==> src/rtl/pc_seq_pkg.sv <==
// Shared types and encodings for the pc_sequencer fetch-address generator.
package pc_seq_pkg;

    typedef enum logic {
        RUN   = 1'b0,
        FLUSH = 1'b1
    } seq_state_e;

    localparam logic [1:0] CAUSE_NONE     = 2'd0;
    localparam logic [1:0] CAUSE_EXT      = 2'd1;
    localparam logic [1:0] CAUSE_MISALIGN = 2'd2;

endpackage

==> src/rtl/pc_flush_timer.sv <==
// 8-bit load/decrement counter that times the FENCE.I flush window.
module pc_flush_timer #(
    parameter logic [7:0] LOAD_VAL = 8'd4
) (
    input  logic clk,
    input  logic reset,
    input  logic load_i,
    input  logic abort_i,
    output logic busy_o,
    output logic done_o
);

    logic [7:0] count_q, count_d;

    // Abort wins over load so a redirect in the same cycle never arms a flush.
    always_comb begin
        count_d = count_q;
        if (abort_i) begin
            count_d = 8'd0;
        end else if (load_i) begin
            count_d = LOAD_VAL;
        end else if (count_q != 8'd0) begin
            count_d = count_q - 8'd1;
        end
    end

    always_ff @(posedge clk) begin
        if (reset) begin
            count_q <= 8'd0;
        end else begin
            count_q <= count_d;
        end
    end

    assign busy_o = (count_q != 8'd0);
    assign done_o = (count_q == 8'd1);

endmodule

==> src/rtl/pc_sequencer.sv <==
// Fetch-address generator: next-PC mux, misaligned-redirect trap and FENCE.I flush/replay.
module pc_sequencer
    import pc_seq_pkg::*;
#(
    parameter int              XLEN         = 32,
    parameter logic [XLEN-1:0] RESET_VAL    = '0,
    parameter logic [XLEN-1:0] TRAP_VEC     = XLEN'('h10),
    parameter int              RVC_EN       = 1,
    parameter int              FLUSH_CYCLES = 4
) (
    input  logic            clk,
    input  logic            reset,
    input  logic            stall_i,
    input  logic            branch_i,
    input  logic [XLEN-1:0] branch_target_i,
    input  logic            trap_i,
    input  logic            fence_i,
    input  logic            compressed_i,
    output logic [XLEN-1:0] pc_o,
    output logic            pc_valid_o,
    output logic            fence_busy_o,
    output logic            trap_taken_o,
    output logic [1:0]      cause_o,
    output logic [XLEN-1:0] epc_o
);

    localparam logic            RvcOn    = (RVC_EN != 0);
    localparam logic [XLEN-1:0] StepHalf = XLEN'(2);
    localparam logic [XLEN-1:0] StepFull = XLEN'(4);

    seq_state_e      state_q, state_d;
    logic [XLEN-1:0] pc_q, pc_d, epc_q, epc_d;
    logic [1:0]      cause_q, cause_d;
    logic            valid_q, valid_d, trapTaken_q, trapTaken_d;
    logic            misaligned, timerLoad, timerAbort, timerBusy, timerDone;
    logic [XLEN-1:0] stepAddr;

    assign misaligned = branch_target_i[0] | (~RvcOn & branch_target_i[1]);
    assign stepAddr   = pc_q + ((RvcOn && compressed_i) ? StepHalf : StepFull);

    pc_flush_timer #(
        .LOAD_VAL(8'(FLUSH_CYCLES))
    ) u_flush_timer (
        .clk    (clk),
        .reset  (reset),
        .load_i (timerLoad),
        .abort_i(timerAbort),
        .busy_o (timerBusy),
        .done_o (timerDone)
    );

    // The PC only advances past an address that was actually fetched (valid_q),
    // so the first post-reset cycle issues RESET_VAL before stepping.
    always_comb begin
        state_d     = state_q;
        pc_d        = pc_q;
        epc_d       = epc_q;
        cause_d     = cause_q;
        trapTaken_d = 1'b0;
        valid_d     = 1'b1;
        timerLoad   = 1'b0;
        timerAbort  = 1'b0;
        if (trap_i || (branch_i && misaligned)) begin
            pc_d        = TRAP_VEC;
            epc_d       = pc_q;
            cause_d     = trap_i ? CAUSE_EXT : CAUSE_MISALIGN;
            trapTaken_d = 1'b1;
            state_d     = RUN;
            timerAbort  = 1'b1;
        end else if (branch_i) begin
            pc_d       = branch_target_i;
            state_d    = RUN;
            timerAbort = 1'b1;
        end else if (state_q == FLUSH) begin
            if (timerDone) begin
                state_d = RUN;
            end else begin
                valid_d = 1'b0;
            end
        end else if (stall_i) begin
            pc_d = pc_q;
        end else if (fence_i && valid_q) begin
            state_d   = FLUSH;
            timerLoad = 1'b1;
            valid_d   = 1'b0;
        end else if (valid_q) begin
            pc_d = stepAddr;
        end
    end

    always_ff @(posedge clk) begin
        if (reset) begin
            state_q     <= RUN;
            pc_q        <= RESET_VAL;
            epc_q       <= '0;
            cause_q     <= CAUSE_NONE;
            valid_q     <= 1'b0;
            trapTaken_q <= 1'b0;
        end else begin
            state_q     <= state_d;
            pc_q        <= pc_d;
            epc_q       <= epc_d;
            cause_q     <= cause_d;
            valid_q     <= valid_d;
            trapTaken_q <= trapTaken_d;
        end
    end

    assign pc_o         = pc_q;
    assign pc_valid_o   = valid_q;
    assign fence_busy_o = timerBusy;
    assign trap_taken_o = trapTaken_q;
    assign cause_o      = cause_q;
    assign epc_o        = epc_q;

endmodule

==> config.mk <==
export PLATFORM = sky130hd
export DESIGN_NAME = pc_sequencer
export DESIGN_NICKNAME = d
export VERILOG_FILES = /design/src/rtl/pc_seq_pkg.sv /design/src/rtl/pc_flush_timer.sv /design/src/rtl/pc_sequencer.sv
export SDC_FILE = /design/constraint.sdc
export NUM_CORES = 1
export LEC_CHECK = 0
export ABC_AREA = 1
export BUFFER_PORTS_ARGS = -buffer_cell sky130_fd_sc_hd__buf_2
export CAP_MARGIN = 20
export CORE_ASPECT_RATIO = 1.5
export CORE_MARGIN = 4
export CORE_UTILIZATION = 35
export CTS_CLUSTER_SIZE = 10
export DETAILED_ROUTE_END_ITERATION = 7
export PLACE_DENSITY = 0.59
export SYNTH_ARGS = -nofsm -noshare
export SYNTH_HDL_FRONTEND = slang
export SYNTH_SLANG_ARGS = --single-unit
export TNS_END_PERCENT = 30
==> constraint.sdc <==
create_clock -name clk -period 2.1 [get_ports clk]
set_input_delay 0.42 -clock clk [delete_from_list [all_inputs] [get_ports clk]]
set_output_delay 0.42 -clock clk [all_outputs]
set_load 0.01 [all_outputs]
==> impl_metrics.toml, run 1 <==
[global_routing]
grt.total_usage_pct = 19.6
antenna_found_initial = 0
grt_start_max_net_pins = 30
grt_pass1_wl_um = 20100
grt_pass1_vias = 4146
grt_overflow = 0

[place]
placed_cell_area_um2 = 4690
placed_cells = 843
gp_congestion = 0.928
dp_slack_ns = -0.0781
port_buffers = 107
dpl.hpwl_um = 9860

[die]
die-area_um2 = 13100
die_y_um = 138
core-area_um2 = 11100
rows = 47
die_x_um = 94.8
ioPinCount = 108
start_util_pct = 35.7

[critical_path]
r2r_start = "pc_o[1]$_SDFFE_PP0P_"
timing.rr.end = "pc_o[23]$_SDFFE_PP0P_"
critPathLaunchType = "register"
worstPathArrival_ns = 2.24
end_kind = "register"
reg2regPathDepth = 12
path_class = "reg -> reg"
required_ns = 2.37
path_max_fanout = 7
r2r_slack_ns = 0.13

[hold_path]
hold_depth = 3
hold_start = "branch_target_i[1]"
min_path_type = "in -> reg"
hold_path_end = "pc_o[1]$_SDFFE_PP0P_"

[synthesis]
avgSynthCellArea_um2 = 6.65
synth_edf_count = 0
synth.cell_area_um2 = 3950
syn-instance-count = 594
ys_async_sr_fraction_pct = 0
ys_ff_latch = 77
synth_top_area_cell = "dfxtp_1"
synth_area_leaders = "dfxtp_1, nand2_1, nor2_1"
netlist.area_leader.share_pct = 39.0
ys_seq_area_share_pct = 39.0
yosys_warnings = 0
ys_top_cells_by_count = "nand2_1, dfxtp_1, nor2_1, inv_1, nand3_1"
synthesis.nets = 639
yosysUniqueCellTypes = 36
synth_ff_type = "dfxtp_1"
yosysMostFrequentCell = "nand2_1"

[clocking]
worst_skew_pair.late_latency_ns = 0.34
clockBufferDepth = 2
cts_buffers = 9
cts_sinks = 77
ctsHtreeMaxLevel = 3
cts_root_buffer = "clkbuf_16"
cts.clk_slew.worst_paths_ns = 0.06
postCtsHoldBufs = 0
cts_tree = "built"

[final_layout]
final_area_um2 = 5020
fillCellCount = 1217
multi_input_area_um2 = 2040
utilization_pct = 45.4
seq_area_um2 = 1540
nets = 752
diodes = 0
instances_no_fill = 859
syn_to_final_growth_pct = 26.9
drive_gt1_share_pct = 24.0

[sta]
setup_viol = 0
fmax_ghz = 0.508
tns_ns = 0
relSlewSlack_pct = 65.9
slew_viol_final = 0
period_minus_slack_ns = 1.97
final.setup.worst_slack_ns = 0.130
rsz0062_at_grt = "no"
hold_viol_final = 0
min_period_over_period_pct = 93.8
fin_hold_ws_ns = 0.341
worst-slew-pin-transition_ns = 0.511
skew_ns = 0.0105

[detailed_routing]
wl_met3_um = 594
ant_nets = 0
wl_per_cell_um = 14.7
wirelength_um = 12600
m1WireLength_um = 5040
drtIter0Drc = 168
wl_met2_um = 6560
viasPerCell = 4.86
first_pass_iters = 5
drc = 0
routed.top_layer = "met4"
num_vias = 4179

[flow_run]
max_cap_viol_count = 0

[power_and_ir_drop]
ir_drop_uv = 419
power_mw = 3.54
p_per_area_nw_per_um2 = 706
power_leakage_nw = 2.16

[run_status]
status = "finished, final reports clean"
## layout by cell type (no fill, tap or decap), types with 9 or more instances in the layout
cell type,netlist,final
inv_2,10,10
a21oi_1,27,27
nand2_1,174,174
nor2_1,71,71
o21ai_1,18,18
nand3_1,35,35
inv_1,62,62
clkbuf_16,0,9
buf_2,7,107
buf_4,3,12
dfxtp_1,77,76
a31oi_1,10,10
o21ai_0,33,33
## repair_timing
action | 4_1_cts | 5_1_grt
resized for setup | 0 | 2
buffers inserted | 0 | 0
endpoints found under the setup margin | 0 | 5
## per-layer routing
metal	vias up	GRT usage [%]
met5	-	0
met4	0	8.67
met3	28	3.86
met2	107	35.4
met1	1933	21.6
li1	2111	-
## critical path: stages (launching register included)
cell	delay, ns
dfxtp_2	0.35
ha_1	0.18
inv_1	0.06
fa_2	0.37
nor2_4	0.16
nand2_2	0.11
nor2_4	0.22
nand2_2	0.08
clkinv_1	0.07
nand3_1	0.06
nand2_1	0.07
inv_1	0.05
a21oi_2	0.13
## worst max path at each step
stage	from	to	slack [ns]	depth (start not counted)
after detailed placement	compressed_i	pc_o[23]$_SDFFE_PP0P_	-0.08	13
final	pc_o[1]$_SDFFE_PP0P_	pc_o[23]$_SDFFE_PP0P_	0.13	12
after global routing	pc_o[1]$_SDFFE_PP0P_	pc_o[23]$_SDFFE_PP0P_	0.004	12
after CTS	pc_o[1]$_SDFFE_PP0P_	pc_o[23]$_SDFFE_PP0P_	0.06	12
after global placement	compressed_i	pc_o[23]$_SDFFE_PP0P_	0.03	13
after floorplan	pc_o[1]$_SDFFE_PP0P_	pc_o[19]$_SDFFE_PP0P_	0.17	10
## cells by family (layout without fill, tap and decap cells)
family / after synthesis / in the layout / synth area share [%]
and+or+nand+nor: 313 / 313 / 34.0
DFF: 77 / 77 / 39.0
buffers and inverters: 91 / 209 / 9.34
adders and majority gates: 6 / 6 / 2.09
AOI/OAI and AO/OA: 96 / 96 / 13.1
xor gates and xnor gates: 11 / 11 / 2.44
## power breakdown
part / switching, mW / internal (mW)
registers: 0.0340 / 1.50
logic: 0.197 / 0.115
clock network: 0.624 / 1.08
total: 0.855 / 2.69
## state kept, by name, summed over array words and instances, names as in the netlist, named ones only
register / flops
cause_o: 2
epc_o: 32
pc_o: 31
pc_valid_o: 1
state_q: 1
trap_taken_o: 1
u_flush_timer.count_q: 8
## final cells by class
type / count / area share [%]
timing repair buffer: 120 / 12.9
clock buffer: 11 / 4.84
inverter: 73 / 5.46
tap: 147 / 3.67
multi-input combinational: 426 / 40.7
sequential: 77 / 30.8
clock inverter: 5 / 1.67
(Power assumes the default switching activity.)
==> run 2, diff against run 1 <==
--- a/config.mk
+++ b/config.mk
@@ -5,15 +5,14 @@
 export SDC_FILE = /design/constraint.sdc
 export NUM_CORES = 1
 export LEC_CHECK = 0
-export ABC_AREA = 1
 export BUFFER_PORTS_ARGS = -buffer_cell sky130_fd_sc_hd__buf_2
 export CAP_MARGIN = 20
 export CORE_ASPECT_RATIO = 1.5
 export CORE_MARGIN = 4
-export CORE_UTILIZATION = 35
+export CORE_UTILIZATION = 50
 export CTS_CLUSTER_SIZE = 10
 export DETAILED_ROUTE_END_ITERATION = 7
-export PLACE_DENSITY = 0.59
+export PLACE_DENSITY = 0.81
 export SYNTH_ARGS = -nofsm -noshare
 export SYNTH_HDL_FRONTEND = slang
 export SYNTH_SLANG_ARGS = --single-unit
==> run 2 against run 1 <==
Compared with the run above: the flow now finishes with violations (setup timing); non-clock buffer count increased by 31; cell area decreased by 11%; critical path depth is 4 lower; combinational power rose by 13%; sequential cell count stayed put; critical path type unchanged.
==> impl_metrics.toml, run 2 <==
[run_status]
status = "finished, violations left"
violations = "setup timing"

[detailed_routing]
ant_nets = 0
drc = 0
wirelength_um = 8890
num_vias = 3173
viasPerCell = 5.48
first_pass_iters = 4
drtIter0Drc = 212
wl_per_cell_um = 15.3

[sta]
rsz0062_at_grt = "yes"
relSlewSlack_pct = 47.4
period_minus_slack_ns = 2.12
skew_ns = 0.0136
fmax_ghz = 0.471
hold_viol_final = 0
worst-slew-pin-transition_ns = 0.789
slew_viol_final = 0
final.setup.worst_slack_ns = -0.0210
min_period_over_period_pct = 101
setup_viol = 1

[critical_path]
path_class = "reg -> reg"
worstPathArrival_ns = 2.41
path_max_fanout = 3
critPathLaunchType = "register"
end_kind = "register"
required_ns = 2.39
reg2regPathDepth = 8

[place]
placed_cell_area_um2 = 4230
dp_slack_ns = -0.265
port_buffers = 107
dpl.hpwl_um = 6570
gp_congestion = 0.809
placed_cells = 562

[synthesis]
synth_top_area_cell = "dfxtp_1"
syn-instance-count = 354
ys_top_cells_by_count = "dfxtp_1, a21oi_1, a22o_1, nand2_1"
ys_async_sr_fraction_pct = 0
netlist.area_leader.share_pct = 46.4
yosysMostFrequentCell = "dfxtp_1"
ys_ff_latch = 77
yosys_warnings = 0
ys_seq_area_share_pct = 46.4
synth_edf_count = 0
synth_area_leaders = "dfxtp_1, a22o_1, xnor2_1"
synth_ff_type = "dfxtp_1"
yosysUniqueCellTypes = 42
synth.cell_area_um2 = 3330
avgSynthCellArea_um2 = 9.39
synthesis.nets = 399

[die]
die-area_um2 = 8050
ioPinCount = 108
core-area_um2 = 6490
start_util_pct = 51.3
rows = 36
die_x_um = 74.6
die_y_um = 108

[power_and_ir_drop]
power_leakage_nw = 2.06
clkPwrFrac_pct = 34.5
p_sw_share_pct = 26.5
pwr-share-comb_pct = 12.1
internal_power_mw = 2.12
seq_power_share_pct = 53.4
p_sw_uw = 764
ir_drop_uv = 393
p_per_area_nw_per_um2 = 646

[final_layout]
multi_input_area_um2 = 1740
drive_gt1_share_pct = 37.8
instances_no_fill = 579
nets = 543
largest_reg_flops = 32
final_common_cell = "buf_2"
seq_area_um2 = 1540
final_area_um2 = 4470
syn_to_final_growth_pct = 34.5
fillCellCount = 543
diodes = 0
final_cell_mix = "buf_2, dfxtp_1, buf_4"

[global_routing]
grt_start_max_net_pins = 27
grt.total_usage_pct = 22.6
grt_pass1_wl_um = 14100
grt_pass1_vias = 3054
antenna_found_initial = 0
grt_overflow = 0

[clocking]
cts_buffers = 9
cts_tree = "built"
clockBufferDepth = 2
cts.clk_slew.worst_paths_ns = 0.08
cts_sinks = 77
ctsHtreeMaxLevel = 3
cts_root_buffer = "clkbuf_8"
worst_skew_pair.late_latency_ns = 0.35

[flow_run]
max_cap_viol_count = 0

[hold_path]
min_path_type = "in -> reg"
hold_depth = 3
==> run 2: critical path, stage by stage, from the launching register on <==
cell and delay (ns):
dfxtp_2 0.35, ha_4 0.13, inv_2 0.03, fa_2 0.34
and4b_2 0.33, nand2_2 0.07, or4_4 0.51, xor2_1 0.17
a21oi_1 0.13
==> run 2: final cells by class <==
type	count	area share, %
multi-input cells	249	38.9
clock inverters	4	0.531
well taps	76	2.13
repair buffers	151	19.8
clock buffers	12	3.24
inverters	10	0.839
flip-flops and latches	77	34.5
==> run 2: repair_timing <==
action | 4_1_cts | 5_1_grt
buffers inserted | 1 | 0
gates resized for setup | 5 | 10
pin swaps | 1 | 4
hold buffers | 0 | 0
gates cloned | 0 | 0
endpoints found under the setup margin | 6 | 10
==> run 2: per-stage QoR <==
stage                     hold WS [ns]  power [mW]  TNS [ns]  util, %
final                            0.308        2.89   -0.0210     69.0
after global routing             0.302        3.02    -0.188     69.0
after CTS                        0.291        2.90   -0.0462     68.2
after detailed placement         0.451        1.92     -2.21     65.1
after global placement           0.451        1.91     -1.57     65.1
after floorplan                  0.481        1.75    -0.189        -
==> run 2: cells by family after synthesis <==
| family | count (synthesis) | share of synthesized area (%) |
|---|---|---|
| xor gates and xnor gates | 34 | 8.95 |
| and+or+nand+nor | 110 | 19.0 |
| buffers and inverters | 28 | 3.65 |
| adders and majority gates | 6 | 2.48 |
| AOI/OAI and AO/OA | 99 | 19.5 |
| DFF | 77 | 46.4 |
==> run 2: per-layer routing <==
metal	global-route usage, %	vias to the layer above	wire, µm
li1	-	1577	-
met1	26.5	1472	3620
met2	37.1	101	4520
met3	5.79	23	508
met4	11.5	0	228
met5	0	-	0
==> run 2: power by group through the flow <==
| stage | clock network [mW] | logic, mW | registers (mW) |
|---|---|---|---|
| 3_5_place_dp | 0 | 0.343 | 1.57 |
| 6_report | 0.996 | 0.351 | 1.54 |
| 4_1_cts | 1.01 | 0.351 | 1.54 |
| 5_1_grt | 1.08 | 0.388 | 1.55 |
| 3_3_place_gp | 0 | 0.334 | 1.57 |
| 2_1_floorplan | 0 | 0.159 | 1.59 |
==> run 2: path summary, 6_finish.rpt <==
kind,startpoint,end,slack [ns]
min reg2reg,epc_o[5]$_SDFFE_PP0N_,epc_o[5]$_SDFFE_PP0N_,0.47
min,branch_target_i[2],pc_o[2]$_SDFFE_PP0P_,0.31
max,pc_o[1]$_SDFFE_PP0P_,pc_o[15]$_SDFFE_PP0P_,-0.02
max reg2reg,pc_o[1]$_SDFFE_PP0P_,pc_o[15]$_SDFFE_PP0P_,-0.02
==> run 3, diff against run 2 <==
--- a/config.mk
+++ b/config.mk
@@ -13,6 +13,7 @@
 export CTS_CLUSTER_SIZE = 10
 export DETAILED_ROUTE_END_ITERATION = 7
 export PLACE_DENSITY = 0.81
+export REMOVE_ABC_BUFFERS = 1
 export SYNTH_ARGS = -nofsm -noshare
 export SYNTH_HDL_FRONTEND = slang
 export SYNTH_SLANG_ARGS = --single-unit
==> run 3 against run 2 <==
Compared with the run above: the flow still finishes with violations (setup timing); wire length grew 4.6%; critical path type unchanged; worst hold slack lost 0.014 ns; sequential cell count is the same; critical endpoint unchanged; via count grew 3.9%; total power grew 7.4%; worst setup slack gained 0.0035 ns.
==> impl_metrics.toml, run 3 (synthesized netlist as in run 2, its figures left out) <==
[run_status]
status = "finished, violations left"
violations = "setup timing"

[die]
die_y_um = 108
start_util_pct = 51.3
ioPinCount = 108
die-area_um2 = 8050
rows = 36
core-area_um2 = 6490
die_x_um = 74.6

[hold_path]
hold_path_end = "pc_o[1]$_SDFFE_PP0P_"
hold_depth = 3
hold_start = "branch_target_i[1]"
min_path_type = "in -> reg"

[detailed_routing]
m1WireLength_um = 3670
routed.top_layer = "met4"
wl_met3_um = 483
drtIter0Drc = 152
num_vias = 3298
first_pass_iters = 4
wl_per_cell_um = 15.9
wl_met2_um = 4910
ant_nets = 0
drc = 0
viasPerCell = 5.65
wirelength_um = 9300

[place]
gp_congestion = 0.801
dpl.hpwl_um = 6750
placed_cells = 559
port_buffers = 107
placed_cell_area_um2 = 4200
dp_slack_ns = -0.259

[critical_path]
cp_slowest_stage_delay_ns = 0.52
path_class = "reg -> reg"
crit_buf_inv = 1
r2r_slack_ns = -0.02
crit_slowest_cell = "or4_4"
reg2regPathDepth = 8
path_cells = "ha_2 > inv_1 > fa_2 > and4b_1 > nand2_1 > or4_4 > xor2_1 > a21oi_1"
end_kind = "register"
critPathLaunch = "pc_o[1]$_SDFFE_PP0P_"
required_ns = 2.39
cp_top_family = "simple AND/OR/NAND/NOR gates"
timing.rr.end = "pc_o[15]$_SDFFE_PP0P_"
critPathLaunchType = "register"
worstPathArrival_ns = 2.41
path_max_fanout = 2
r2r_start = "pc_o[1]$_SDFFE_PP0P_"

[clocking]
cts_sinks = 77
cts_buffers = 9
cts.clk_slew.worst_paths_ns = 0.08
cts_root_buffer = "clkbuf_8"
worst_skew_pair.late_latency_ns = 0.36
clockBufferDepth = 2
ctsHtreeMaxLevel = 3
cts_tree = "built"

[sta]
skew_ns = 0.00660
slew_viol_final = 0
tns_ns = -0.0175
fin_hold_ws_ns = 0.294
relSlewSlack_pct = 76.2
period_minus_slack_ns = 2.12
final.setup.worst_slack_ns = -0.0175
fmax_ghz = 0.472
rsz0062_at_grt = "yes"
min_period_over_period_pct = 101
hold_viol_final = 0
worst-slew-pin-transition_ns = 0.358
setup_viol = 1

[global_routing]
grt_overflow = 0
grt.total_usage_pct = 23.8
grt_start_max_net_pins = 29
grt_pass1_vias = 3238
grt_pass1_wl_um = 14800
antenna_found_initial = 0

[power_and_ir_drop]
ir_drop_uv = 606
power_mw = 3.10
power_leakage_nw = 2.10
p_per_area_nw_per_um2 = 680

[final_layout]
largest_reg_flops = 32
utilization_pct = 70.3
final_cell_mix = "buf_2, dfxtp_1, buf_4"
nets = 548
final_area_um2 = 4560
instances_no_fill = 584
diodes = 0
final_common_cell = "buf_2"
fillCellCount = 503
syn_to_final_growth_pct = 37.2
drive_gt1_share_pct = 39.6

[flow_run]
max_cap_viol_count = 0
[run 3: what timing repair did]
action	CTS	global route
pin swaps	3	4
hold buffers	0	0
buffers inserted	9	0
resized for setup	12	10
gates cloned	0	0
setup endpoints to repair	5	13
[run 3: where the power goes]
part           total (mW)  leakage [nW]  switching [mW]  internal (mW)
logic               0.377          1.36           0.193          0.183
clock network        1.18         0.112           0.540          0.640
registers            1.55         0.628          0.0418           1.50
total                3.10          2.10           0.775           2.33
[run 3: how the worst max path moves through the flow]
| stage | end | depth (start not counted) | slack [ns] |
|---|---|---|---|
| floorplan | pc_o[31]$_SDFFE_PP0P_ | 5 | -0.57 |
| global placement | pc_o[15]$_SDFFE_PP0P_ | 9 | -0.20 |
| detailed placement | pc_o[31]$_SDFFE_PP0P_ | 10 | -0.26 |
| global route | pc_o[15]$_SDFFE_PP0P_ | 8 | -0.08 |
| finish | pc_o[15]$_SDFFE_PP0P_ | 8 | -0.02 |
| CTS | pc_o[15]$_SDFFE_PP0P_ | 8 | 0.0008 |
[run 3: final cells by class]
class | count | area [µm²] | share of cell area (%)
Inverter | 10 | 37.5 | 0.823
Multi-Input combinational cell | 249 | 1750 | 38.4
Clock inverter | 4 | 45.0 | 0.987
Sequential cell | 77 | 1550 | 33.9
Timing Repair Buffer | 156 | 920 | 20.2
Clock buffer | 12 | 165 | 3.62
Tap cell | 76 | 95.1 | 2.08
[run 3: metal layers]
layer  track usage, %  vias to the layer above
li1                 -                     1582
met1             26.7                     1598
met2             40.9                      101
met3             4.77                       17
met4             12.7                        0
met5                0                        -
[run 3: worst reg2reg max path: cells and delay by family, from the launching register on]
kind            cells  cell delay (ns)
compound gates      1             0.12
xor+xnor            1             0.15
fa+ha+maj           2             0.50
simple gates        3             0.89
flops               1             0.34
buf+inv             1             0.05
